### src/rtl/dkong_i2s_tx.sv
// I2S transmitter for the Donkey Kong mono mixer: 48 kHz frames of 64 bit slots,
// with one 16-bit sample duplicated into the left and right words.
module dkong_i2s_tx #(
  parameter int unsigned W_CLK_24576M_RATE = 24576000,
  parameter int unsigned SAMPLE_RATE       = 48000
) (
  input  logic        W_CLK_24576M,
  input  logic        W_RESETn,
  input  logic [15:0] I_SAMPLE,
  input  logic        I_SAMPLE_EN,
  input  logic        I_MUTE,
  output logic        O_MCLK,
  output logic        O_BCLK,
  output logic        O_LRCK,
  output logic        O_SDATA,
  output logic        O_SAMPLE_REQ,
  output logic        O_UNDERRUN
);

  localparam int unsigned CLKS_PER_FRAME = 512;
  localparam int unsigned POS_W          = 9;
  localparam int unsigned SLOT_W         = 6;
  localparam int unsigned WORD_W         = 16;

  // The position counter and slot map only work for exactly 512 clocks per frame.
  if (W_CLK_24576M_RATE / SAMPLE_RATE != CLKS_PER_FRAME ||
      W_CLK_24576M_RATE % SAMPLE_RATE != 0) begin : g_bad_ratio
    $error("dkong_i2s_tx: W_CLK_24576M_RATE/SAMPLE_RATE must equal 512");
  end

  logic [POS_W-1:0]  pos;
  logic [WORD_W-1:0] pend;
  logic [WORD_W-1:0] frame_word;
  logic              fresh;
  logic              stale;
  logic              boundary_c;
  logic [SLOT_W-1:0] slot_c;

  logic mclk_d, bclk_d, lrck_d, sdata_d, req_d, underrun_d;

  assign boundary_c = (pos == POS_W'(CLKS_PER_FRAME - 1));
  assign slot_c     = pos[8:3];

  // Output values for the current position; registered below so the pins
  // follow the counter by one clock and never see the inputs directly.
  always_comb begin
    mclk_d     = ~pos[0];
    bclk_d     = pos[2];
    lrck_d     = (slot_c >= SLOT_W'(31)) && (slot_c <= SLOT_W'(62));
    sdata_d    = 1'b0;
    req_d      = (pos == '0);
    underrun_d = (pos == '0) && stale;
    // Slots 0..15 and 32..47 carry the word MSB first; slot[4] marks padding.
    if (!slot_c[4]) begin
      sdata_d = frame_word[4'd15 - slot_c[3:0]];
    end
  end

  // Frame position and sample hand-off state.
  always_ff @(posedge W_CLK_24576M or negedge W_RESETn) begin
    if (!W_RESETn) begin
      pos        <= '0;
      pend       <= '0;
      frame_word <= '0;
      fresh      <= 1'b0;
      stale      <= 1'b0;
    end else begin
      pos <= pos + POS_W'(1);
      if (boundary_c) begin
        frame_word <= I_MUTE ? '0 : pend;
        stale      <= ~fresh;
      end
      // A strobe on the boundary clock still lands in pend and counts as fresh.
      if (I_SAMPLE_EN) begin
        pend  <= I_SAMPLE;
        fresh <= 1'b1;
      end else if (boundary_c) begin
        fresh <= 1'b0;
      end
    end
  end

  always_ff @(posedge W_CLK_24576M or negedge W_RESETn) begin
    if (!W_RESETn) begin
      O_MCLK       <= 1'b0;
      O_BCLK       <= 1'b0;
      O_LRCK       <= 1'b0;
      O_SDATA      <= 1'b0;
      O_SAMPLE_REQ <= 1'b0;
      O_UNDERRUN   <= 1'b0;
    end else begin
      O_MCLK       <= mclk_d;
      O_BCLK       <= bclk_d;
      O_LRCK       <= lrck_d;
      O_SDATA      <= sdata_d;
      O_SAMPLE_REQ <= req_d;
      O_UNDERRUN   <= underrun_d;
    end
  end

endmodule

### config.mk
export PLATFORM = sky130hd
export DESIGN_NAME = dkong_i2s_tx
export DESIGN_NICKNAME = d
export VERILOG_FILES = /design/src/rtl/dkong_i2s_tx.sv
export SDC_FILE = /design/constraint.sdc
export NUM_CORES = 1
export LEC_CHECK = 0
export CORE_MARGIN = 2
export CORE_UTILIZATION = 54
export CTS_CLUSTER_DIAMETER = 120
export DETAILED_ROUTE_END_ITERATION = 10
export PLACE_DENSITY = 0.89
export SLEW_MARGIN = 20
export SYNTH_ARGS = -nofsm -noshare
export SYNTH_HDL_FRONTEND = slang
export SYNTH_SLANG_ARGS = --single-unit
### constraint.sdc
create_clock -name W_CLK_24576M -period 2 [get_ports W_CLK_24576M]
set_clock_uncertainty 0.15 [all_clocks]
set_input_delay 0.2 -clock W_CLK_24576M [delete_from_list [all_inputs] [get_ports W_CLK_24576M]]
set_output_delay 0.2 -clock W_CLK_24576M [all_outputs]
set_load 0.05 [all_outputs]
==> results of run 1 <==
-- state kept, by name, indices dropped and copies added, names as in the netlist --
name / cells
O_BCLK: 1
O_LRCK: 1
O_SAMPLE_REQ: 1
O_SDATA: 1
O_UNDERRUN: 1
frame_word: 16
fresh: 1
pend: 16
pos: 9
stale: 1
-- through the flow --
stage          total power, uW  area, um2  util (%)  instances  setup WS, ps
2_1_floorplan             1078       2001         -        160      0.009548
3_3_place_gp              1139       2303     63.88        230         298.6
3_5_place_dp              1147       2303     63.88        230         197.7
4_1_cts                   1724       2407     66.76        239         145.6
5_1_grt                   1784       2407     66.76        239         57.16
6_report                  1718       2407     66.76        239         153.2
-- synth_stat cells, types with 2 or more instances --
library cell	number
sky130_fd_sc_hd__a21oi_1	2
sky130_fd_sc_hd__a22o_1	3
sky130_fd_sc_hd__buf_2	4
sky130_fd_sc_hd__clkbuf_1	4
sky130_fd_sc_hd__dfrtp_1	48
sky130_fd_sc_hd__ha_1	3
sky130_fd_sc_hd__inv_1	18
sky130_fd_sc_hd__mux2_2	16
sky130_fd_sc_hd__nand2_1	5
sky130_fd_sc_hd__nand3_1	3
sky130_fd_sc_hd__nand3b_1	13
sky130_fd_sc_hd__nor2_1	5
sky130_fd_sc_hd__o2111ai_1	4
sky130_fd_sc_hd__o21ai_0	14
sky130_fd_sc_hd__xnor2_1	3
sky130_fd_sc_hd__xor2_1	4
-- layer usage --
metal	up-vias	share of wire, %	track usage (%)
met2	34	52	32.35
met4	0	1.2	5.851
met3	7	4.7	5.903
met1	632	42	22.45
met5	-	0	0
li1	600	-	-
-- logic make-up after synthesis --
| logic type | count (synthesis) | share of synthesized area [%] |
|---|---|---|
| AOI/OAI and AO/OA | 25 | 8.078 |
| xor gates and xnor gates | 7 | 3.068 |
| muxes | 19 | 11.96 |
| buffers and inverters | 27 | 5.698 |
| and+or+nand+nor | 31 | 9.205 |
| DFF | 48 | 60.11 |
| adders and majority gates | 3 | 1.879 |
-- how the worst max path moves through the flow --
stage | depth (start not counted) | slack [ps] | endpoint | startpoint
after global placement | 7 | 300 | frame_word[12] | pos[0]
after global routing | 7 | 60 | frame_word[3] | pos[0]
final | 1 | 150 | O_MCLK | pos[0]
after CTS | 1 | 150 | O_MCLK | pos[0]
after floorplan | 8 | 0.01 | frame_word[12] | pos[0]
after detailed placement | 7 | 200 | frame_word[12] | pos[0]
-- cell usage in the layout, fill, tap and decap left out, types with 2 or more instances in the layout --
| cell | netlist | layout |
|---|---|---|
| sky130_fd_sc_hd__nand3_1 | 3 | 3 |
| sky130_fd_sc_hd__o2111ai_1 | 4 | 4 |
| sky130_fd_sc_hd__nand3b_1 | 13 | 13 |
| sky130_fd_sc_hd__nor2_1 | 5 | 5 |
| sky130_fd_sc_hd__ha_1 | 3 | 3 |
| sky130_fd_sc_hd__xnor2_1 | 3 | 3 |
| sky130_fd_sc_hd__dfrtp_1 | 48 | 47 |
| sky130_fd_sc_hd__inv_1 | 18 | 18 |
| sky130_fd_sc_hd__buf_4 | 0 | 6 |
| sky130_fd_sc_hd__a22o_1 | 3 | 3 |
| sky130_fd_sc_hd__xor2_1 | 4 | 4 |
| sky130_fd_sc_hd__a21oi_1 | 2 | 2 |
| sky130_fd_sc_hd__mux2_2 | 16 | 16 |
| sky130_fd_sc_hd__o21ai_0 | 14 | 14 |
| sky130_fd_sc_hd__clkbuf_8 | 0 | 6 |
| sky130_fd_sc_hd__clkdlybuf4s50_1 | 0 | 24 |
| sky130_fd_sc_hd__nand2_1 | 5 | 5 |
-- power breakdown --
group	total [uW]	switching (uW)	internal, uW
logic	107	38.6	68.2
registers	1020	17.2	1000
clock network	593	311	281
-- final cells by class --
type                       count  area share [%]
clock buffer                   7           3.586
clock inverter                 1          0.3119
inverter                      18           2.807
multi-input combinational     85           28.38
sequential                    48           49.95
tap                           48           2.495
timing repair buffer          32           12.47
-- timing repair --
action,in CTS,in global routing
hold endpoints to repair,27,0
hold buffers,1,0
setup buffers,0,0
==> summary.txt, run 1 <==
Worst setup path
  • Critical path startpoint category: flop
  • Largest fanout on the critical path: 4
  • Chain of cells forming the critical path: clkdlybuf4s50_1
  • Worst setup path category: reg2out
  • Worst Reg2Reg Path Length in Cells: 7
  • Endpoint of the worst-slack reg-to-reg timing path: frame_word[12]
  • Reg-to-reg critical path startpoint: pos[0]
  • Stage delay of the slowest cell on the critical path: 800 ps
  • Worst path top cell family by delay: buffers and inverters
  • Critical path endpoint category: primary output
  • Required time at the worst-slack endpoint: 1650 ps
  • Worst EP arrival: 1500 ps
  • Total buffers and inverters traversed by the critical path: 1
  • Worst reg2reg setup slack: 180 ps
  • Slowest cell on the critical path: sky130_fd_sc_hd__clkdlybuf4s50_1

Finish
  • Final #Nets: 213
  • Filler cell count in the final layout: 263
  • Area of the multi-input gates: 683.2 um2
  • Sequential Area: 1202 um2
  • Signed area change from the synthesized netlist to the final layout: 20.48%
  • Number of antenna repair diodes: 0
  • Share of cells above drive strength 1: 17.28%

Timing
  • Worst slew margin relative to its limit: 58.02%
  • Count of endpoints failing hold in the final timing report: 0
  • Part of the cycle the worst path needs: 92.34%
  • Fmax: 541.5 MHz
  • Pins Over Slew Limit: 0
  • Worst hold slack after final layout: 293.8 ps
  • Actual transition at the worst max-transition pin: 629.7 ps
  • Sum of negative setup slack: 0 ps
  • Count of final setup violators: 0
  • Setup repair after global routing missed its margin: false
  • Shortest clock period the worst path allows after layout: 1847 ps

CTS
  • Count of cells resized by post-cts repair: 0
  • Number of buffers inserted during clock tree synthesis: 5
  • Root buffer cell: sky130_fd_sc_hd__clkbuf_8
  • Number of levels in the clock H-tree: 2
  • Clock insertion delay at the later pin of the skew report: 300 ps
  • Largest buffer count on any clock path: 2
  • Post-CTS clock slew at the launch and capture registers of the worst setup and hold paths: 90 ps
  • Clock tree from TritonCTS: built
  • CTS sink cnt: 48

Route
  • DRC errors left: 0
  • First-pass detailed-route iteration total: 4
  • Vias after detailed routing: 1273
  • Vias/cell: 5.326
  • DRC marker count from the first detailed-route iteration: 47
  • Average wire length per cell after detail routing: 14.62 um
  • Detailed-route wire length: 3494 um
  • Remaining number of nets flagged by the antenna check after routing: 0

Floorplanning
  • Die outline width: 64.83 um
  • Die height: 64.83 um
  • Area of the core: 3606 um2
  • Die area: 4203 um2
  • Top Ports: 26
  • Initial core utilization: 55.41%
  • Row count: 22

Logic synthesis
  • Largest area contributor in the netlist: sky130_fd_sc_hd__dfrtp_1
  • Number of enable-type register cells in the synthesized netlist: 0
  • Post-Syn Instances: 160
  • Net count after synthesis: 183
  • Share of synthesized flip-flops with an asynchronous set or reset: 100.0%
  • Post-synthesis sequential area ratio: 60.11%
  • Number of library cell types mapped by synthesis: 27
  • Dominant register cell in the synthesized netlist: sky130_fd_sc_hd__dfrtp_1
  • Share of the synthesized area in the top cell type: 60.11%
  • Cell Area, Synth: 1998 um2
  • Mean area per synthesized cell: 12.49 um2
  • Count of state elements after synthesis: 48
  • Synth Warn #: 0
  • Main area contributors after synthesis: sky130_fd_sc_hd__dfrtp_1 60%, sky130_fd_sc_hd__mux2_2 9.0%, sky130_fd_sc_hd__nand3b_1 4.9%

GRT
  • Remaining Overflow, GRT: 0
  • GRT Resource Usage Total: 18.77%
  • Maximum number of pins on one net before global-route repair: 30
  • Global-route wire length before repair: 5927 um
  • Number of global-route vias before repair: 1332
  • Antenna violations before repair: 0

Placement
  • RePlAce Congestion: 0.7606
  • Dpl hpwl: 2659 um
  • Buffers on Ports: 25

Outcome
  • Run status: finished, final reports clean

Job
  • Number of violations of the max-capacitance limit: 0

Power and ir drop
  • Areal power density over the cells: 713.8 nW/um2
  • IR Drop Worst-Case VDD: 600.4 uV
  • Static power due to leakage: 0.001114 uW

Min path
  • Hold Path Class: in2async
Power figures use the tool's default switching activity.
==> run 2, diff against run 1 <==
Settings changed: CORE_ASPECT_RATIO set to 1.2.
==> run 2 against run 1 <==
Compared with the run above:
- sequential share of layout area down 0.54 points
- non-clock buffer count down 1
- critical endpoint unchanged
- register-to-register slack about the same
- highest routed layer unchanged
- largest power group unchanged
- critical path depth unchanged
==> summary.txt, run 2 (synthesis gave the netlist of run 1 again) <==
Power and ir drop
  • Share of total power consumed by net switching: 20.01%
  • Areal power density over the cells: 777.1 nW/um2
  • Relative contribution of the clock network to total power: 40.3%
  • IR Drop Worst-Case VDD: 496.6 uV
  • Power share of the sequential group: 53.9%
  • Static power due to leakage: 0.001134 uW
  • Int Pwr: 1513 uW
  • NetSw: 378.4 uW
  • Share of power burned in combinational logic: 5.8%

Worst setup path
  • Critical path startpoint category: flop
  • Largest fanout on the critical path: 4
  • Worst EP arrival: 1500 ps
  • Worst path top cell family by delay: buffers and inverters
  • Critical path endpoint category: primary output
  • Stage delay of the slowest cell on the critical path: 810 ps
  • Endpoint of the worst-slack reg-to-reg timing path: frame_word[12]
  • Worst Reg2Reg Path Length in Cells: 7
  • Required time at the worst-slack endpoint: 1650 ps
  • Total buffers and inverters traversed by the critical path: 1
  • Chain of cells forming the critical path: clkdlybuf4s50_1
  • Worst setup path category: reg2out
  • Worst reg2reg setup slack: 180 ps
  • Reg-to-reg critical path startpoint: pos[0]
  • Slowest cell on the critical path: sky130_fd_sc_hd__clkdlybuf4s50_1

Floorplanning
  • Die outline width: 59.53 um
  • Row count: 24
  • Top Ports: 26
  • Initial core utilization: 55.45%
  • Die height: 70.64 um
  • Die area: 4205 um2
  • Area of the core: 3603 um2

Placement
  • Standard cell area after detailed placement: 2297 um2
  • Cell count after placement: 220
  • Buffers on Ports: 25
  • RePlAce Congestion: 0.7872
  • Setup Slack @ Placement: 215.0 ps
  • Dpl hpwl: 2504 um

Route
  • DRC errors left: 0
  • Detailed-route wire length: 3493 um
  • Vias/cell: 5.651
  • Vias after detailed routing: 1294
  • Average wire length per cell after detail routing: 15.25 um
  • Remaining number of nets flagged by the antenna check after routing: 0
  • DRC marker count from the first detailed-route iteration: 46
  • First-pass detailed-route iteration total: 4

Finish
  • Final #Nets: 212
  • Signed area change from the synthesized netlist to the final layout: 21.79%
  • Leading cell types in the layout, fill and taps excluded: 47 x sky130_fd_sc_hd__dfrtp_1, 24 x sky130_fd_sc_hd__clkdlybuf4s50_1, 18 x sky130_fd_sc_hd__inv_1
  • Summed area of non-filler cells in the final layout: 2434 um2
  • Largest registers: frame_word x16, pend x16, pos x9
  • Number of antenna repair diodes: 0
  • Post-route non-filler standard cell count: 229
  • Share of cells above drive strength 1: 17.37%
  • Commonest non-fill, non-tap cell in the layout: sky130_fd_sc_hd__dfrtp_1

Timing
  • Worst Setup Slack, final: 146.4 ps
  • Worst slew margin relative to its limit: 65.37%
  • Sum of negative setup slack: 0 ps
  • Shortest clock period the worst path allows after layout: 1854 ps
  • Count of endpoints failing hold in the final timing report: 0
  • Actual transition at the worst max-transition pin: 519.4 ps
  • Count of final setup violators: 0
  • Part of the cycle the worst path needs: 92.68%
  • Setup repair after global routing missed its margin: false
  • Pins Over Slew Limit: 0
  • Fmax: 539.5 MHz

Job
  • Number of violations of the max-capacitance limit: 0

CTS
  • Largest buffer count on any clock path: 2
  • Clock insertion delay at the later pin of the skew report: 310 ps
  • Root buffer cell: sky130_fd_sc_hd__clkbuf_8
  • Number of levels in the clock H-tree: 2
  • CTS sink cnt: 48
  • Clock tree from TritonCTS: built
  • Number of buffers inserted during clock tree synthesis: 5
  • Post-CTS clock slew at the launch and capture registers of the worst setup and hold paths: 90 ps

Min path
  • Hold Path Class: in2async

GRT
  • Number of global-route vias before repair: 1339
  • GRT Resource Usage Total: 19.74%
  • Global-route wire length before repair: 6134 um
  • Antenna violations before repair: 0
  • Remaining Overflow, GRT: 0
  • Maximum number of pins on one net before global-route repair: 27

Outcome
  • Run status: finished, final reports clean
[run 2: cell types whose count changed in the layout (fill, tap and decap cells not counted)]
cell / before / now
sky130_fd_sc_hd__clkbuf_1: 1 / 0
sky130_fd_sc_hd__buf_12: 0 / 1
sky130_fd_sc_hd__bufinv_16: 0 / 1
sky130_fd_sc_hd__clkbuf_8: 6 / 7
sky130_fd_sc_hd__buf_4: 6 / 4
sky130_fd_sc_hd__clkinvlp_4: 1 / 0
[run 2: power by group through the flow]
stage                     Clock [uW]  Combinational, uW  Sequential (uW)
final                            761                110             1020
after global routing             797                122             1020
after CTS                        760                113             1020
after detailed placement           0                111             1040
after global placement             0                104             1040
after floorplan                    0               45.0             1030
[run 2: cell type report]
cell class              count  area [um2]
fillers                   253        1170
multi-input cells          85       683.2
well taps                  39       48.80
clock buffers               7       96.34
clock inverters             1       30.03
flip-flops and latches     48        1202
repair buffers             31       305.3
inverters                  18       67.56
[run 2: timing repair]
action	4_1_cts	5_1_grt
setup buffers	0	0
hold buffers	1	0
gates resized for setup	0	0
endpoints found under the hold margin	22	0
[run 2: worst max-delay path by stage]
stage | from | to | slack (ps) | depth (start not counted)
3_3_place_gp | pos[0] | frame_word[12] | 310 | 7
6_report | pos[0] | O_MCLK | 150 | 1
2_1_floorplan | pos[0] | frame_word[12] | 0.01 | 8
3_5_place_dp | pos[0] | frame_word[12] | 210 | 7
4_1_cts | pos[0] | O_MCLK | 130 | 1
5_1_grt | pos[0] | frame_word[4] | 30 | 7
[run 2: metrics by stage]
stage / utilization (%) / hold WS (ps) / power [uW]
after floorplan: - / -245.6 / 1078
after global routing: 67.53 / 323.4 / 1943
final: 67.53 / 239.5 / 1891
after global placement: 63.75 / 43.54 / 1140
after detailed placement: 63.75 / 56.53 / 1150
after CTS: 67.53 / 266.9 / 1892
[run 2: layer usage]
metal	vias to the layer above	track usage [%]	part of all wire [%]
li1	599	-	-
met1	653	24.75	43
met2	33	30.89	51
met3	9	5.119	3.4
met4	0	10.86	3.1
met5	-	0	0
